### src/rtl/vga_timing_gen.sv
`timescale 1ns/1ps
// vga_timing_gen
//   640x480 @ 60 Hz VGA raster timing generator running from the 100 MHz
//   board clock. A 2-bit divider produces a 25 MHz pixel strobe; the pixel
//   and line counters advance on strobe cycles. Sync/active flags are
//   decoded from the next counter values and registered together with the
//   counters so that all coordinate-related outputs describe the same pixel.
//
// Ports
//   i_clk        : 100 MHz system clock, rising edge
//   i_rst_n      : asynchronous active-low reset
//   o_pix_stb    : one-cycle pixel enable every 4 clocks (25 MHz)
//   o_x, o_y     : horizontal / vertical counters (10-bit)
//   o_active     : visible-area flag
//   o_hs, o_vs   : horizontal / vertical sync, active low
//   o_animate    : pulse on the strobe cycle of the last visible pixel
//   o_frame_tick : pulse on the strobe cycle of the last pixel of the frame
module vga_timing_gen #(
  parameter int unsigned H_ACTIVE = 640,
  parameter int unsigned H_FP     = 16,
  parameter int unsigned H_SYNC   = 96,
  parameter int unsigned H_BP     = 48,
  parameter int unsigned V_ACTIVE = 480,
  parameter int unsigned V_FP     = 10,
  parameter int unsigned V_SYNC   = 2,
  parameter int unsigned V_BP     = 33
) (
  input  logic       i_clk,
  input  logic       i_rst_n,
  output logic       o_pix_stb,
  output logic [9:0] o_x,
  output logic [9:0] o_y,
  output logic       o_active,
  output logic       o_hs,
  output logic       o_vs,
  output logic       o_animate,
  output logic       o_frame_tick
);

  localparam int unsigned H_TOTAL = H_ACTIVE + H_FP + H_SYNC + H_BP;
  localparam int unsigned V_TOTAL = V_ACTIVE + V_FP + V_SYNC + V_BP;

  // All counter comparisons are done on 10-bit unsigned values.
  if (H_TOTAL > 1023 || V_TOTAL > 1023) begin : g_param_check
    $error("vga_timing_gen: timing parameter sums must stay below 1024");
  end

  localparam logic [9:0] H_ACT    = 10'(H_ACTIVE);
  localparam logic [9:0] V_ACT    = 10'(V_ACTIVE);
  localparam logic [9:0] H_LAST   = 10'(H_TOTAL - 1);
  localparam logic [9:0] V_LAST   = 10'(V_TOTAL - 1);
  localparam logic [9:0] HS_FIRST = 10'(H_ACTIVE + H_FP);
  localparam logic [9:0] HS_LAST  = 10'(H_ACTIVE + H_FP + H_SYNC - 1);
  localparam logic [9:0] VS_FIRST = 10'(V_ACTIVE + V_FP);
  localparam logic [9:0] VS_LAST  = 10'(V_ACTIVE + V_FP + V_SYNC - 1);
  localparam logic [9:0] H_ACT_M1 = 10'(H_ACTIVE - 1);
  localparam logic [9:0] V_ACT_M1 = 10'(V_ACTIVE - 1);

  logic [1:0] div_q, div_d;
  logic [9:0] x_q, x_d;
  logic [9:0] y_q, y_d;
  logic       active_q, active_d;
  logic       hs_q, hs_d;
  logic       vs_q, vs_d;
  logic       stb;

  assign stb = (div_q == 2'd3);

  always_comb begin
    div_d = div_q + 2'd1;
    x_d   = x_q;
    y_d   = y_q;
    if (stb) begin
      if (x_q == H_LAST) begin
        x_d = 10'd0;
        y_d = (y_q == V_LAST) ? 10'd0 : y_q + 10'd1;
      end else begin
        x_d = x_q + 10'd1;
      end
    end
    // Decode from the next coordinates so flags line up with o_x/o_y.
    active_d = (x_d < H_ACT) && (y_d < V_ACT);
    hs_d     = !((x_d >= HS_FIRST) && (x_d <= HS_LAST));
    vs_d     = !((y_d >= VS_FIRST) && (y_d <= VS_LAST));
  end

  always_ff @(posedge i_clk or negedge i_rst_n) begin
    if (!i_rst_n) begin
      div_q    <= 2'd0;
      x_q      <= 10'd0;
      y_q      <= 10'd0;
      active_q <= 1'b1;
      hs_q     <= 1'b1;
      vs_q     <= 1'b1;
    end else begin
      div_q    <= div_d;
      x_q      <= x_d;
      y_q      <= y_d;
      active_q <= active_d;
      hs_q     <= hs_d;
      vs_q     <= vs_d;
    end
  end

  // Pulses are pure decodes of registered state; div_q resets to 0 so all
  // three are low while reset is held.
  assign o_pix_stb    = stb;
  assign o_x          = x_q;
  assign o_y          = y_q;
  assign o_active     = active_q;
  assign o_hs         = hs_q;
  assign o_vs         = vs_q;
  assign o_animate    = stb && (x_q == H_ACT_M1) && (y_q == V_ACT_M1);
  assign o_frame_tick = stb && (x_q == H_LAST) && (y_q == V_LAST);

endmodule

### config.mk
export PLATFORM = sky130hd
export DESIGN_NAME = vga_timing_gen
export DESIGN_NICKNAME = d
export VERILOG_FILES = /design/src/rtl/vga_timing_gen.sv
export SDC_FILE = /design/constraint.sdc
export NUM_CORES = 1
export LEC_CHECK = 0
export ABC_CLOCK_PERIOD_IN_PS = 3170
export BUFFER_PORTS_ARGS = -buffer_cell sky130_fd_sc_hd__buf_2
export CAP_MARGIN = 25
export CORE_MARGIN = 2
export CORE_UTILIZATION = 54
export DETAILED_ROUTE_END_ITERATION = 16
export GPL_TIMING_DRIVEN = 0
export PLACE_DENSITY = 0.89
export SYNTH_ARGS = -nofsm -noshare
export SYNTH_HDL_FRONTEND = slang
export SYNTH_SLANG_ARGS = --single-unit
### constraint.sdc
create_clock -name i_clk -period 3.17 [get_ports i_clk]
set_input_delay 0.951 -clock i_clk [delete_from_list [all_inputs] [get_ports i_clk]]
set_output_delay 0.951 -clock i_clk [all_outputs]
set_load 0.01 [all_outputs]
==> impl_metrics.ini <==
[global_routing]
overflow = 0
antenna_found_initial = 0
grt_pass1_wl_um = 5278
grt_max_degree = 26
grt_pass1_vias = 1204
grtUsageTotal_pct = 20.72

[worst_setup_path]
crit_path_frequent_cell = or4_4
end_kind = output pin
arrival_ps = 2140
r2r_slack_ps = 530
crit_chain = or4_4 > or4_4 > nor2_1 > buf_2
cp_max_fo = 10
regToRegEndpoint = o_hs$_DFF_PN1_
r2r_cells = 6
critical-path-top-delay-family = simple AND/OR/NAND/NOR gates
worst_path_max_delay_cell = or4_4
crit_start = o_y[5]$_DFF_PN0_
critPathKind = flip-flop to output pin
cp.buffers_inverters = 1
r2r_start = o_x[7]$_DFF_PN0_
crit_required_ps = 2220
cp-start-kind = flip-flop
cp_slowest_stage_delay_ps = 570
cp_num_cells = 4

[yosys]
avgSynthCellArea_um2 = 9.347
synthXorXnorAreaFrac_pct = 4.899
syn_area_mm2 = 0.001430
yosys.area_share.simple_pct = 29.31
synth-seq-cells = 25
post-synth-top-count-cell = dfrtp_1
synthCells = 153
synth_compound_area_share_pct = 10.85
ys_async_sr_fraction_pct = 100.0
syn_nets = 159
synth_area_leader_cell = dfrtp_1
synth_ff_type = dfrtp_1
ys_seq_area_share_pct = 44.01
ys_warn_count = 0
synth_cell_types = 41
synth-edff-count = 0
synth.area.mux_share_pct = 2.800
synth_fa_ha_area_share_pct = 3.500
ys_top_cells_by_area = dfrtp_1 (38%), dfstp_2 (5.5%), nand2_1 (3.7%), xnor2_1 (3.7%), ha_1 (3.5%)
synth_top_family_by_area = simple AND/OR/NAND/NOR gates
netlist.area_leader.share_pct = 38.50
synth_commonest_cells = dfrtp_1 (22), nand2_1 (14)

[layout]
drive_gt1_share_pct = 23.76
areaGrowthSynthToFinish_pct = 13.74
num-nets-final = 188
fin_util_pct = 65.07
num_antenna_cells = 0
stdcell_count = 211

[power]
fin_total_pwr_mw = 0.4623
seqPwrFrac_pct = 69.0
swShare_pct = 20.28
clkPwrFrac_pct = 29.6
power_leakage_nw = 0.7184
pwr_density_cell_mw_per_mm2 = 284.2
power_switching_mw = 0.09375
vdd_drop_max_mv = 0.1967
pwr-share-comb_pct = 1.4
p_int_mw = 0.3685

[clocking]
cts-root-buf = clkbuf_4
ctsHtreeMaxLevel = 1
insertion_delay_ps = 300
postCtsSetupBuffers = 0
postCtsHoldBufs = 0
clk_pin_slew_ps = 120
cts_sinks = 25
cts.path.max_buffers = 2
cts_made_buffers = 3
postCtsResizedCells = 2
tritoncts = yes

[detailed_routing]
vias = 1267
vias_per_cell = 6.005
drc = 0
detail-route-antenna-nets = 0
drt_iter0_markers = 19
wire_per_inst_um = 14.70
drt-pass1-iter-count = 4
drt_wl_total_um = 3102

[timing]
maxClockFrequency_mhz = 323.1
finClkSkew_ps = 6.422
rsz0062_at_grt = false
finalSetupViolations = 0
finalCritPeriodShare_pct = 97.65
worst-slew-pin-transition_ps = 659.1
min_period_ps = 3095
slew_headroom_pct = 55.66
fin_setup_tns_ps = 0
holdWs_ps = 444.0
drv_slew = 0
timing.final.hold_violations = 0

[placement]
dp.cells = 210
port_buffers = 27
gp_congestion = 0.9127
dpl.hpwl_um = 2313

[die]
fp.dieH_um = 55.46
core_mm2 = 0.002500
fp.dieW_um = 55.46
fp.dieArea_mm2 = 0.003076
row_count = 18
io_pins = 28
initial_core_util_pct = 57.21

[worst_hold_path]
hold_class = flip-flop to flip-flop
min_to = div_q[0]$_DFF_PN0_
min_from = div_q[0]$_DFF_PN0_
min_path_cells = 1

[run_status]
outcome = finished, final reports clean

[flow_run]
drv_cap = 0
[cells by family after synthesis]
group,count (synthesis)
buffers and inverters,17
xor gates and xnor gates,8
AOI/OAI and AO/OA,23
and+or+nand+nor,72
muxes,4
DFF,25
adders and majority gates,4
[through the flow]
step,instance area [um2],setup WS (ps)
detailed placement,1603,268.3
global route,1627,0.3197
CTS,1633,8.848
global placement,1603,303.6
finish,1627,74.59
floorplan,1430,372.8
[area by class of cell]
type / instances / area (um2)
Clock buffer: 4 / 26.28
Sequential cell: 25 / 631.9
Tap cell: 30 / 37.54
Buffer: 7 / 27.53
Multi-Input combinational cell: 111 / 742.0
Fill cell: 207 / 873.3
Timing Repair Buffer: 27 / 135.1
Inverter: 7 / 26.28
[worst max path at each step]
stage                              end  slack (ps)
after floorplan           o_frame_tick         370
after global placement    o_frame_tick         300
after detailed placement  o_frame_tick         270
after CTS                 o_frame_tick           9
after global routing      o_frame_tick         0.3
final                     o_frame_tick          70
[state kept, by name, indices dropped and copies added (netlist names)]
signal    cells
o_x          10
o_y          10
div_q         2
o_active      1
o_hs          1
o_vs          1
[worst register-to-register path, cell delays in order (launching register included)]
cell and delay [ps]:
dfrtp_1 450, or4b_1 550, nor4_1 610, clkbuf_1 480, o21ai_0 190, a21o_1 210
nand4b_1 100
[cell usage in the layout, fill, tap and decap left out, types with 2 or more instances in the layout]
cell type / instances
nor2_1: 8
dfrtp_2: 2
nor3_1: 8
o21ai_0: 7
nand2_1: 14
a21oi_1: 4
nand4_1: 8
inv_1: 7
dfrtp_1: 20
or4_4: 2
or2_2: 2
mux2i_1: 4
nand3_1: 7
nor4_1: 2
ha_1: 4
dfstp_2: 3
and4_1: 3
nand4b_1: 2
buf_2: 28
xnor2_1: 6
clkbuf_4: 3
and3_1: 2
o31ai_1: 3
clkbuf_1: 7
nor3b_1: 3
o21a_1: 2
or3_1: 2
xor2_1: 2
[layer usage]
layer  up-vias  GRT usage, %  share of wire (%)
met5         -             0                  0
met1       624         26.66                 46
met4         0         3.833               0.29
li1        613             -                  -
met2        28         37.07                 50
met3         2         3.044                4.0
[power groups by stage]
stage               Sequential [mW]  Clock, mW  Combinational (mW)
global placement              0.325          0             0.00677
global route                  0.319      0.152             0.00746
finish                        0.319      0.137             0.00634
floorplan                     0.325          0         0.000000257
CTS                           0.319      0.140             0.00690
detailed placement            0.325          0             0.00688
(Power assumes the default switching activity.)
